`src/rtl/binary16_div_arbiter_if.sv`:
```
// Request/response and divider-side signal bundle for binary16_div_arbiter.
// slave = arbiter view, master = requesters plus divider view.
interface binary16_div_arbiter_if #(
  parameter int unsigned NUM_REQ = 4
);
  logic [NUM_REQ-1:0]       req_valid;
  logic [NUM_REQ-1:0][15:0] req_a;
  logic [NUM_REQ-1:0][15:0] req_b;
  logic [NUM_REQ-1:0]       req_ready;
  logic [NUM_REQ-1:0]       resp_valid;
  logic [15:0]              resp_result;
  logic [15:0]              div_a;
  logic [15:0]              div_b;
  logic                     div_valid_in;
  logic [15:0]              div_result;
  logic                     div_valid_out;
  logic                     busy;

  modport slave (
    input  req_valid, req_a, req_b, div_result, div_valid_out,
    output req_ready, resp_valid, resp_result, div_a, div_b, div_valid_in, busy
  );

  modport master (
    output req_valid, req_a, req_b, div_result, div_valid_out,
    input  req_ready, resp_valid, resp_result, div_a, div_b, div_valid_in, busy
  );
endinterface

```
`src/rtl/binary16_div_arbiter.sv`:
```
// Round-robin sharing of one in-order pipelined binary16 divider among NUM_REQ requesters.
// Optional perf counters are enabled with the macro BINARY16_DIV_ARB_PERF_EN.
module binary16_div_arbiter #(
  parameter int unsigned NUM_REQ     = 4,
  parameter int unsigned DIV_LATENCY = 25,
  parameter int unsigned TAG_DEPTH   = 32
) (
  input  logic                  clk_in,
  input  logic                  rst,
  binary16_div_arbiter_if.slave bus
`ifdef BINARY16_DIV_ARB_PERF_EN
  ,
  output logic [31:0]           perf_issued,
  output logic [31:0]           perf_stall
`endif
);

  localparam int unsigned IDX_W = (NUM_REQ > 1) ? $clog2(NUM_REQ) : 1;
  localparam int unsigned ADR_W = $clog2(TAG_DEPTH);
  localparam int unsigned PTR_W = ADR_W + 1;

  logic [IDX_W-1:0]   rr_q, rr_d;
  logic [PTR_W-1:0]   wr_ptr_q, wr_ptr_d;
  logic [PTR_W-1:0]   rd_ptr_q, rd_ptr_d;
  logic [IDX_W-1:0]   tag_mem_q [TAG_DEPTH];
  logic               iss_valid_q, iss_valid_d;
  logic [15:0]        iss_a_q, iss_a_d;
  logic [15:0]        iss_b_q, iss_b_d;
  logic [NUM_REQ-1:0] resp_valid_q, resp_valid_d;
  logic [15:0]        resp_result_q, resp_result_d;
  logic               err_q, err_d;

  logic               empty_c;
  logic               full_c;
  logic               pop_c;
  logic               allow_c;
  logic               gnt_found_c;
  logic [IDX_W-1:0]   gnt_idx_c;
  logic [IDX_W-1:0]   cand_c;
  logic               xfer_c;
  logic [NUM_REQ-1:0] ready_c;
  logic [IDX_W-1:0]   head_c;

  // Tag FIFO status: extra pointer MSB distinguishes full from empty.
  always_comb begin
    empty_c = (wr_ptr_q == rd_ptr_q);
    full_c  = (wr_ptr_q[PTR_W-1] != rd_ptr_q[PTR_W-1]) &&
              (wr_ptr_q[ADR_W-1:0] == rd_ptr_q[ADR_W-1:0]);
    pop_c   = bus.div_valid_out && !empty_c;
    head_c  = tag_mem_q[rd_ptr_q[ADR_W-1:0]];
    // A pop in the same cycle frees a slot, so a full FIFO can still accept.
    allow_c = !full_c || pop_c;
  end

  // Round-robin search starting at rr_q.
  always_comb begin
    gnt_found_c = 1'b0;
    gnt_idx_c   = '0;
    cand_c      = '0;
    for (int unsigned k = 0; k < NUM_REQ; k++) begin
      cand_c = IDX_W'((32'(rr_q) + k) % NUM_REQ);
      if (!gnt_found_c && bus.req_valid[cand_c]) begin
        gnt_found_c = 1'b1;
        gnt_idx_c   = cand_c;
      end
    end
    xfer_c  = gnt_found_c && allow_c;
    ready_c = '0;
    if (xfer_c) begin
      ready_c[gnt_idx_c] = 1'b1;
    end
  end

  // Next-state for pointer, issue register, FIFO pointers and response register.
  always_comb begin
    rr_d          = rr_q;
    wr_ptr_d      = wr_ptr_q;
    rd_ptr_d      = rd_ptr_q;
    iss_valid_d   = xfer_c;
    iss_a_d       = iss_a_q;
    iss_b_d       = iss_b_q;
    resp_valid_d  = '0;
    resp_result_d = resp_result_q;
    err_d         = err_q || (bus.div_valid_out && empty_c);
    if (xfer_c) begin
      rr_d     = (gnt_idx_c == IDX_W'(NUM_REQ - 1)) ? '0 : gnt_idx_c + IDX_W'(1);
      iss_a_d  = bus.req_a[gnt_idx_c];
      iss_b_d  = bus.req_b[gnt_idx_c];
      wr_ptr_d = wr_ptr_q + PTR_W'(1);
    end
    if (pop_c) begin
      resp_valid_d[head_c] = 1'b1;
      resp_result_d        = bus.div_result;
      rd_ptr_d             = rd_ptr_q + PTR_W'(1);
    end
  end

  always_ff @(posedge clk_in or posedge rst) begin
    if (rst) begin
      rr_q          <= '0;
      wr_ptr_q      <= '0;
      rd_ptr_q      <= '0;
      iss_valid_q   <= 1'b0;
      iss_a_q       <= '0;
      iss_b_q       <= '0;
      resp_valid_q  <= '0;
      resp_result_q <= '0;
      err_q         <= 1'b0;
    end else begin
      rr_q          <= rr_d;
      wr_ptr_q      <= wr_ptr_d;
      rd_ptr_q      <= rd_ptr_d;
      iss_valid_q   <= iss_valid_d;
      iss_a_q       <= iss_a_d;
      iss_b_q       <= iss_b_d;
      resp_valid_q  <= resp_valid_d;
      resp_result_q <= resp_result_d;
      err_q         <= err_d;
    end
  end

  // Tag storage needs no reset; validity is tracked by the pointers.
  always_ff @(posedge clk_in) begin
    if (xfer_c) begin
      tag_mem_q[wr_ptr_q[ADR_W-1:0]] <= gnt_idx_c;
    end
  end

  assign bus.req_ready    = rst ? '0 : ready_c;
  assign bus.div_valid_in = iss_valid_q;
  assign bus.div_a        = iss_a_q;
  assign bus.div_b        = iss_b_q;
  assign bus.resp_valid   = resp_valid_q;
  assign bus.resp_result  = resp_result_q;
  assign bus.busy         = iss_valid_q || !empty_c;

`ifdef BINARY16_DIV_ARB_PERF_EN
  logic [31:0] perf_issued_q, perf_issued_d;
  logic [31:0] perf_stall_q, perf_stall_d;

  always_comb begin
    perf_issued_d = perf_issued_q;
    perf_stall_d  = perf_stall_q;
    if (xfer_c) begin
      perf_issued_d = perf_issued_q + 32'd1;
    end
    if ((|bus.req_valid) && !xfer_c) begin
      perf_stall_d = perf_stall_q + 32'd1;
    end
  end

  always_ff @(posedge clk_in or posedge rst) begin
    if (rst) begin
      perf_issued_q <= '0;
      perf_stall_q  <= '0;
    end else begin
      perf_issued_q <= perf_issued_d;
      perf_stall_q  <= perf_stall_d;
    end
  end

  assign perf_issued = perf_issued_q;
  assign perf_stall  = perf_stall_q;
`endif

  // Sizing sanity and the sticky orphan-result condition.
  a_cfg_ok: assert property (@(posedge clk_in)
    (NUM_REQ >= 2) && (NUM_REQ <= 8) && (TAG_DEPTH >= DIV_LATENCY + 1));
  a_no_orphan: assert property (@(posedge clk_in) disable iff (rst) !err_d);

endmodule

```
`src/flat_wrapper.sv`:
```
// flat-port wrapper written by rule: the top's interface ports become plain ports
module binary16_div_arbiter_flat 
#(
  parameter int unsigned NUM_REQ     = 4,
  parameter int unsigned DIV_LATENCY = 25,
  parameter int unsigned TAG_DEPTH   = 32
)
  (clk_in, rst, bus_req_valid, bus_req_a, bus_req_b, bus_div_result, bus_div_valid_out, bus_req_ready, bus_resp_valid, bus_resp_result, bus_div_a, bus_div_b, bus_div_valid_in, bus_busy);
  binary16_div_arbiter_if #(.NUM_REQ(NUM_REQ)) bus_i ();
  input  logic clk_in;
  input  logic rst;
  input wire logic [$bits(bus_i.req_valid)-1:0] bus_req_valid;
  input wire logic [$bits(bus_i.req_a)-1:0] bus_req_a;
  input wire logic [$bits(bus_i.req_b)-1:0] bus_req_b;
  input wire logic [$bits(bus_i.div_result)-1:0] bus_div_result;
  input wire logic [$bits(bus_i.div_valid_out)-1:0] bus_div_valid_out;
  output wire logic [$bits(bus_i.req_ready)-1:0] bus_req_ready;
  output wire logic [$bits(bus_i.resp_valid)-1:0] bus_resp_valid;
  output wire logic [$bits(bus_i.resp_result)-1:0] bus_resp_result;
  output wire logic [$bits(bus_i.div_a)-1:0] bus_div_a;
  output wire logic [$bits(bus_i.div_b)-1:0] bus_div_b;
  output wire logic [$bits(bus_i.div_valid_in)-1:0] bus_div_valid_in;
  output wire logic [$bits(bus_i.busy)-1:0] bus_busy;
  assign bus_i.req_valid = bus_req_valid;
  assign bus_i.req_a = bus_req_a;
  assign bus_i.req_b = bus_req_b;
  assign bus_i.div_result = bus_div_result;
  assign bus_i.div_valid_out = bus_div_valid_out;
  assign bus_req_ready = bus_i.req_ready;
  assign bus_resp_valid = bus_i.resp_valid;
  assign bus_resp_result = bus_i.resp_result;
  assign bus_div_a = bus_i.div_a;
  assign bus_div_b = bus_i.div_b;
  assign bus_div_valid_in = bus_i.div_valid_in;
  assign bus_busy = bus_i.busy;
  binary16_div_arbiter #(.NUM_REQ(NUM_REQ), .DIV_LATENCY(DIV_LATENCY), .TAG_DEPTH(TAG_DEPTH)) u_core (.clk_in(clk_in), .rst(rst), .bus(bus_i));
endmodule
```
`config.mk`:
```
export PLATFORM = sky130hd
export DESIGN_NAME = binary16_div_arbiter_flat
export DESIGN_NICKNAME = d
export VERILOG_FILES = /design/src/rtl/binary16_div_arbiter_if.sv /design/src/rtl/binary16_div_arbiter.sv /design/src/flat_wrapper.sv
export SDC_FILE = /design/constraint.sdc
export NUM_CORES = 1
export LEC_CHECK = 0
export ABC_AREA = 1
export ABC_CLOCK_PERIOD_IN_PS = 4900
export CAP_MARGIN = 20
export CORE_MARGIN = 10
export CORE_UTILIZATION = 30
export DETAILED_ROUTE_END_ITERATION = 8
export PLACE_DENSITY_LB_ADDON = 0.08
export SLEW_MARGIN = 20
export SYNTH_ARGS = -nofsm -noshare
export SYNTH_HDL_FRONTEND = slang
export SYNTH_SLANG_ARGS = --single-unit
```
`constraint.sdc`:
```
create_clock -name clk_in -period 4.9 [get_ports clk_in]
set_input_delay 0.98 -clock clk_in [delete_from_list [all_inputs] [get_ports clk_in]]
set_output_delay 0.98 -clock clk_in [all_outputs]
set_load 0.01 [all_outputs]
```
* After elaboration in Yosys (flattened, before gate mapping)
Memories as Yosys holds them, arrays and structs flattened.
Index checks and enable logic that the tools add are counted.
** Word-level totals
- Register bits :: 67
- Bits in writable memories :: 64
- Memories kept :: 1
- ROM bits :: 0
- Output and inout port bits :: 58
- Bits in latches :: 0
- Word-level logic and storage cells :: 72
- Input bits :: 151
** Cells by class
- Shifts and indexed selects :: 0
- Bitwise gates (word level) :: 0
- Mux-type cells :: 30
- Order comparisons :: 8
- Divide/modulo/power cells :: 0
- $mul :: 0
- Eq/ne operators :: 4
- Reduce and logical (&&, ||, !) cells :: 15
- Add/subtract/negate cells :: 6
** Memory list
- u_core.tag_mem_q :: depth 32, width 2, rd ports 1, clocked after Yosys merged registers in 0, write ports 1, line binary16_div_arbiter.sv:25 : logic [IDX_W-1:0] tag_mem_q [TAG_DEPTH];
** Operators with widths (number)
- 16-bit binary-select mux with 2-bit select :: 2
- 16-bit 2-to-1 mux :: 2
- 2-bit by 3-bit less-than comparator with 1-bit output, second input constant :: 6
- 6-bit by 1-bit adder with 6-bit output, second input constant :: 2
- 1-bit 2-to-1 mux :: 12
- 4-bit 2-to-1 mux :: 3
- 2-bit 2-to-1 mux :: 5
- 1-bit binary-select mux with 2-bit select :: 4
- 1-bit logical AND :: 8
- 6-bit == test :: 1
- 5-bit == test :: 1
- 1-bit zero test :: 5
- 2-bit by 1-bit adder with 2-bit output, second input constant :: 2
- 2-bit adder, second input constant :: 2
- 1-bit demux with 2-bit select :: 2
- 2-bit by 1-bit >= comparator with 1-bit output, second input constant :: 2
- 2-bit == test, second input constant :: 1
- 1-bit logical OR :: 2
- 1-bit inequality test :: 1

* Depth between registers and ports, before layout
Gate-level depths: netlist (run 1).
- Depth in word-level cells :: 18
- Gate-level depth with buffers :: 17

* Worst setup path before layout (run 1)
OpenSTA, ideal clock, no wires.
- Path type :: input to output
- Start point :: input port rst
- End point :: output port bus_req_ready[0]
- Data required time :: 3.920 ns
- Path slack :: 0.905 ns
- Stages :: 3
- Arrival time :: 3.015 ns
- Buffers on the path :: 0
- Path through :: inv_1 nand2_1 nor3_1
** Between the ends
- Word-level cells in the longest chain between the ends :: 1
** Ends and longest elaborated chain
- start: declaration :: line flat_wrapper.sv:11 : input logic rst;
- 4-bit 2-to-1 mux :: line binary16_div_arbiter.sv:129 : assign bus.req_ready = rst ? '0 : ready_c;
- end: declaration :: line flat_wrapper.sv:17 : output wire logic [$bits(bus_i.req_ready)-1:0] bus_req_ready;
Every way passes these cells.

* Final worst setup path (run 1)
- Start point :: input port bus_req_valid[3]
- End point :: output port bus_req_ready[0]
** Between the ends
- Word-level cells in the longest chain between the ends :: 18
** Ends and longest elaborated chain
- start: declaration :: line flat_wrapper.sv:12 : input wire logic [$bits(bus_i.req_valid)-1:0] bus_req_valid;
- 1-bit binary-select mux with 2-bit select :: line binary16_div_arbiter.sv:62 : if (!gnt_found_c && bus.req_valid[cand_c]) begin
- 1-bit 2-to-1 mux (implied by the code) :: line binary16_div_arbiter.sv:62
- 1-bit 2-to-1 mux :: line binary16_div_arbiter.sv:62
- 1-bit zero test :: line binary16_div_arbiter.sv:62
- 1-bit logical AND :: line binary16_div_arbiter.sv:62
- 1-bit 2-to-1 mux :: line binary16_div_arbiter.sv:62
- 1-bit zero test :: line binary16_div_arbiter.sv:62
- 1-bit logical AND :: line binary16_div_arbiter.sv:62
- (+3 left out)
- 2-bit 2-to-1 mux (*) :: line binary16_div_arbiter.sv:62
- net u_core.gnt_idx_c[0] :: line binary16_div_arbiter.sv:38 : logic [IDX_W-1:0] gnt_idx_c;
- 2-bit by 3-bit less-than comparator with 1-bit output (implied by the code) or 2-bit by 1-bit >= comparator with 1-bit output (tied branches) :: line binary16_div_arbiter.sv:70 : ready_c[gnt_idx_c] = 1'b1;
- 1-bit logical AND (implied by the code) :: line binary16_div_arbiter.sv:70
- 1-bit 2-to-1 mux (implied by the code) :: line binary16_div_arbiter.sv:70
- 1-bit demux with 2-bit select (*)
- 4-bit 2-to-1 mux (*) :: line binary16_div_arbiter.sv:69 : if (xfer_c) begin
- 4-bit 2-to-1 mux (*) :: line binary16_div_arbiter.sv:129
The timed path passes the listed nets; every way through them passes the cells marked *. The select of a mux whose other input is x is not followed.

==> results.md, run 1 <==
- Vias per inst: 4.571
- Crit path kind: in -> out
- I/O Buffers: 208
- Max Buffers Root-to-Sink: 2
- Post-CTS setup buffers: 0
- Yosys warnings: 0
- Root Driver: clkbuf_16
- Average wire length per cell after detail routing: 16.69 um
- Clock Skew: 12.52 ps
- Final-report max-slew violation count: 0
- Number of antenna-violating nets in the routed design: 0
- Count of buffering cells on the critical path with inverters included: 4
- Clock transition at path regs: 60 ps
- Max IR drop VDD: 0.0004858 V
- Worst Hold Margin: 476.9 ps
- Top cell type's share of synthesized area: 27.25%
- Slew headroom: 38.43%
- Final worst-path cycle share: 83.08%
- Setup crit end kind: output port
- Hold buffers post-CTS: 0
- Avg Synthesized Cell Area: 7.673 sq um
- Measured slew at the worst slew-check pin: 923.5 ps
- Post-route setup TNS: 0 ps
- Static leakage power: 4.467 nW
- Full die area: 0.03004 sq mm
- Initial cell density of the core: 30.22%
- Leading cell types in the layout, fill and taps excluded: nand2_1 (443), clkdlybuf4s50_1 (208), nor2_1 (83), nand3_1 (76), dfrtp_1 (67)
- Post-synth design cell area: 0.007052 sq mm
- Placeable core region: 0.02333 sq mm
- Synthesis-stage register bit count: 131
- Initial antenna violation count: 2
- Wire length of the first global-routing pass: 37990 um
- Setup repair after global routing missed its margin: false
- Number of max-cap violations: 0
- Aggregate global-route resource usage: 15.89%
- Area growth syn-to-layout: 40.45%
- Initial DRC Count: 384
- Fraction of final layout cells sized beyond drive strength 1: 5.625%
- Die height: 173.3 um
- Library cell occupying the most area in the post-synthesis netlist: edfxtp_1
- Worst setup slack after placement: 838.8 ps
- Clock sink count: 131
- Final min period: 4071 ps
- Critical path launch point type: input port
- Total Wirelength: 24040 um
- Setup ws final: 828.8 ps
- Number of CTS-inserted buffers: 17
- Gate family responsible for the most delay along the worst path: buffers and inverters
- HP Class: reg -> reg
- Part of the Yosys area used for sequential elements: 51.03%
- Resized Gates After CTS: 0
- Cell Chain, Critical Path: clkdlybuf4s50_1 -> inv_1 -> nand2_1 -> nand3_1 -> nand2_1 -> a21oi_1 -> nand2_2 -> nand2_2 -> inv_1 -> nor3_1 -> clkdlybuf4s50_1
- Worst path required time: 3920 ps
- Biggest cell delay along the critical path: 630 ps
- Largest net degree at the start of global routing: 68
- Final weighted congestion of routability-driven global placement: 0.8182
- Endpoints failing hold: 0
- Number of library cell types mapped by synthesis: 31
- Clock insertion delay at the later pin of the skew report: 420 ps
- CTS tree: yes
- Count of mapped cells out of synthesis: 919
- Sum of internal, switching and leakage power: 7.412 mW
- Via total after detailed routing: 6582
- Remaining global-route overflow: 0
- Residual DRC: 0
- Cell Pwr Density: 748.3 mW/mm^2
- Width of the chip: 173.3 um
- Run status: completed
- Net count after synthesis: 1075
- Critical path data arrival time: 3090 ps
- Via count of the first global-routing pass: 6748
- Final-layout fill cell count: 2429
- Detailed placer's ending HPWL: 17190 um
- Highest clock rate: 0.2456 GHz
- Crit-path max FO: 7
- Deepest level of the CTS H-tree: 4
- Top post-synthesis cells by area: edfxtp_1 (27%), dfrtp_1 (24%), nand2_1 (24%)
- Slowest-stage cell, CP: clkdlybuf4s50_1
- Most common cell after layout, fill and taps aside: nand2_1
- Nets@finish: 1263
- Top Ports: 209
- First-pass DRT Iterations: 7
- Number of placement rows: 56
- Final count of negative-setup-slack endpoints: 0
- Worst reg2reg setup slack: 1890 ps
==> metal layers <==
metal	share of wire, %	GRT usage (%)
met1	41	18.26
met3	9.3	7.362
met2	48	25.97
met4	1.6	4.599
met5	0	0
==> sequential cells by signal, summed over array words and instances, names as in the netlist <==
| name | count |
|---|---|
| u_core.bus.div_b | 16 |
| u_core.bus.div_a | 16 |
| u_core.tag_mem_q | 64 |
| u_core.bus.resp_valid | 4 |
| u_core.rd_ptr_q | 6 |
| u_core.rr_q | 2 |
| u_core.bus.resp_result | 16 |
| u_core.wr_ptr_q | 6 |
| u_core.bus.div_valid_in | 1 |
==> logic make-up after synthesis <==
kind of cell	after synthesis	share of synthesized area [%]
AOI/OAI and AO/OA	63	5.004
xor gates and xnor gates	12	1.491
adders and majority gates	5	0.8872
buffers and inverters	80	5.660
DFF	131	51.03
and+or+nand+nor	628	35.93
==> worst register-to-register path, stage by stage (launching register included) <==
cell and delay, ps:
dfrtp_1 660, inv_2 50, buf_4 250, nor2_1 150, nor4_2 70, nand4_1 150
nand2_1 90, inv_1 70, buf_4 430, nand2_1 470, nor2_1 290
==> per-stage QoR <==
| stage | cell area, sq um | utilization [%] | instances |
|---|---|---|---|
| global placement | 9344 | 40.05 | 1407 |
| floorplan | 7052 | - | 919 |
| global route | 9905 | 42.45 | 1440 |
| detailed placement | 9344 | 40.05 | 1407 |
| CTS | 9902 | 42.44 | 1439 |
| finish | 9905 | 42.45 | 1440 |
==> path summary, 6_finish.rpt <==
| kind | start | end | cells past startpoint |
|---|---|---|---|
| worst max-delay path | bus_req_valid[3] | bus_req_ready[0] | 11 |
| worst min-delay path | u_core.bus.div_a[0] | u_core.bus.div_a[0] | 2 |
| worst max register to register | u_core.rd_ptr_q[0] | u_core.tag_mem_q[26][1] | 10 |
| worst min register to register | u_core.bus.div_a[0] | u_core.bus.div_a[0] | 2 |
| max in group asynchronous | rst | u_core.rd_ptr_q[2] | 3 |
| min in group asynchronous | rst | u_core.rr_q[1] | 3 |
==> cell usage after synthesis (all sizes together) <==
cell,count
dfrtp,67
buf,38
o31ai,1
o22ai,9
xnor2,3
ha,5
nor3,4
clkbuf,15
nand3b,1
edfxtp,64
o21ai,43
o221ai,3
nor4,2
nand2,449
o211ai,5
xor2,9
a21oi,2
nand3,79
inv,27
nand4,8
or2,1
nor2,84
==> report_power, final <==
part           total, mW  switching [mW]  leakage [nW]  internal, mW
Sequential          1.94           0.230          1.40          1.71
Combinational       4.26            2.82          2.79          1.44
Clock               1.21           0.542         0.278         0.672
Total               7.41            3.59          4.47          3.82
==> cell type report <==
class	count	area (sq um)	area share (%)
well taps	319	399.1	4.030
repair buffers	222	2187	22.08
diodes	1	2.502	0.02527
multi-input cells	708	3057	30.86
inverters	27	102.6	1.036
clock buffers	17	425.4	4.295
clock inverters	15	132.6	1.339
flip-flops and latches	131	3598	36.33
Note: power is estimated with default switching activity, not from simulation.
==> inputs of run 2 (changes only) <==
--- a/config.mk
+++ b/config.mk
@@ -6,7 +6,7 @@
 export NUM_CORES = 1
 export LEC_CHECK = 0
 export ABC_AREA = 1
-export ABC_CLOCK_PERIOD_IN_PS = 4900
+export ABC_CLOCK_PERIOD_IN_PS = 4100
 export CAP_MARGIN = 20
 export CORE_MARGIN = 10
 export CORE_UTILIZATION = 30
==> constraint.sdc (replaced) <==
create_clock -name clk_in -period 4.1 [get_ports clk_in]
set_input_delay 0.82 -clock clk_in [delete_from_list [all_inputs] [get_ports clk_in]]
set_output_delay 0.82 -clock clk_in [all_outputs]
set_load 0.01 [all_outputs]
==> results.md, run 2 (synthesis results as in run 1) <==
- Measured slew at the worst slew-check pin: 912.8 ps (-10.76 ps)
- Full die area: 0.03004 sq mm (unchanged)
- Top Ports: 209 (unchanged)
- Width of the chip: 173.3 um (unchanged)
- Setup repair after global routing missed its margin: false
- Final min period: 3789 ps
- Total Wirelength: 24070 um (+0.16%)
- Final count of negative-setup-slack endpoints: 0 (unchanged)
- Initial antenna violation count: 1 (-1)
- Worst Hold Margin: 473.2 ps (-3.679 ps)
- Crit-path max FO: 8 (+1)
- Initial DRC Count: 389 (+1.3%)
- Final-layout fill cell count: 2400 (-1.2%)
- Nets@finish: 1264 (+0.079%)
- Placeable core region: 0.02333 sq mm (unchanged)
- Clock Skew: 9.225 ps (-3.296 ps)
- Most common cell after layout, fill and taps aside: nand2_1
- Clock insertion delay at the later pin of the skew report: 420 ps (about the same)
- Clock transition at path regs: 60 ps (about the same)
- Final non-filler cell total: 1442 (+0.14%)
- Aggregate global-route resource usage: 15.97% (+0.082 points)
- Endpoints failing hold: 0 (unchanged)
- Fraction of final layout cells sized beyond drive strength 1: 5.709% (+0.084 points)
- Post-route setup TNS: 0 ps (unchanged)
- Final worst-path cycle share: 92.41%
- Area growth syn-to-layout: 41.50%
- Static leakage power: 4.506 nW (+0.88%)
- Critical path data arrival time: 2970 ps (-120 ps)
- Setup crit end kind: output port
- Wire length of the first global-routing pass: 38030 um (+0.11%)
- Cell Pwr Density: 905.0 mW/mm^2 (+21%)
- Placed instance count: 1408 (+0.071%)
- Initial cell density of the core: 30.22% (unchanged)
- Resized Gates After CTS: 0 (unchanged)
- Residual DRC: 0 (unchanged)
- Vias per inst: 4.490 (-1.8%)
- I/O Buffers: 208 (unchanged)
- Root Driver: clkbuf_16
- Highest clock rate: 0.2639 GHz
- Deepest level of the CTS H-tree: 4 (unchanged)
- Slew headroom: 39.15% (+0.72 points)
- Number of CTS-inserted buffers: 17 (unchanged)
- Hold buffers post-CTS: 0 (unchanged)
- Worst path required time: 3280 ps (-640 ps)
- Final standard cell utilization of the core: 42.77% (+0.32 points)
- Number of placement rows: 56 (unchanged)
- Max IR drop VDD: 0.0008894 V (+83%)
- HP Class: reg -> reg
- Max Buffers Root-to-Sink: 2 (unchanged)
- Number of antenna-violating nets in the routed design: 0 (unchanged)
- Final-report max-slew violation count: 0 (unchanged)
- Leading cell types in the layout, fill and taps excluded: nand2_1 (443), clkdlybuf4s50_1 (208), nor2_1 (83), nand3_1 (76), dfrtp_1 (67)
- Critical path launch point type: input port
- Die height: 173.3 um (unchanged)
- Post-CTS setup buffers: 0 (unchanged)
- Via total after detailed routing: 6475 (-1.6%)
- Remaining global-route overflow: 0 (unchanged)
- Largest net degree at the start of global routing: 68 (unchanged)
- Number of flip-flops in the largest register: 64 (unchanged)
- CTS tree: yes
- Average wire length per cell after detail routing: 16.69 um (about the same)
- Sum of internal, switching and leakage power: 9.030 mW (+22%)
- Final weighted congestion of routability-driven global placement: 0.8142 (-0.49%)
- Via count of the first global-routing pass: 6809 (+0.90%)
- Number of max-cap violations: 0 (unchanged)
- Clock sink count: 131 (unchanged)
- Run status: completed
- Detailed placer's ending HPWL: 17250 um (+0.40%)
- Crit path kind: in -> out
- First-pass DRT Iterations: 6 (-1)
run 2: worst paths after layout:
path	start	end	slack, ps	cells after the start
setup / recovery	bus_req_valid[3]	bus_req_ready[0]	310	12
max in group asynchronous	rst	u_core.bus.resp_result[10]	2490	3
min in group asynchronous	rst	u_core.bus.div_b[9]	1000	3
hold reg to reg	u_core.bus.div_b[15]	u_core.bus.div_b[15]	470	2
setup reg to reg	u_core.rr_q[0]	u_core.tag_mem_q[14][1]	1170	10
hold / removal	u_core.bus.div_b[15]	u_core.bus.div_b[15]	470	2
run 2: area by class of cell:
type	instances	area (sq um)	share of cell area, %
repair buffers	223	2195	21.99
well taps	319	399.1	4.000
clock inverters	14	171.4	1.718
inverters	27	102.6	1.028
flip-flops and latches	131	3598	36.06
clock buffers	18	450.4	4.514
multi-input cells	708	3057	30.63
diodes	2	5.005	0.05016
run 2: power by group:
part / leakage [nW] / internal (mW) / switching, mW / total, mW
Sequential: 1.40 / 2.04 / 0.274 / 2.32
Combinational: 2.79 / 1.73 / 3.38 / 5.11
Clock: 0.312 / 1.00 / 0.601 / 1.60
Total: 4.51 / 4.78 / 4.25 / 9.03
run 2: stage by stage:
step	area, sq um	worst slack [ps]
2_1_floorplan	7052	425.3
3_3_place_gp	9351	376.6
3_5_place_dp	9351	318.3
4_1_cts	9973	297.7
5_1_grt	9976	62.09
6_report	9978	311.2
run 2: critical path: stages:
cell             delay, ps
clkdlybuf4s50_1        470
inv_1                   50
nand2_1                 80
nand3_2                100
nand2_2                120
nor2_1                  60
nor2_1                 100
nand2_2                 80
nand2_2                140
inv_1                   80
nor3_1                 240
clkdlybuf4s50_1        620
run 2: routing by layer:
layer | track usage (%) | wire length, um | up-vias
met5 | 0 | 0 | -
met4 | 5.210 | 330 | 0
met3 | 6.970 | 2184 | 18
met2 | 26.09 | 11450 | 183
met1 | 18.40 | 10110 | 2934
li1 | - | - | 3340
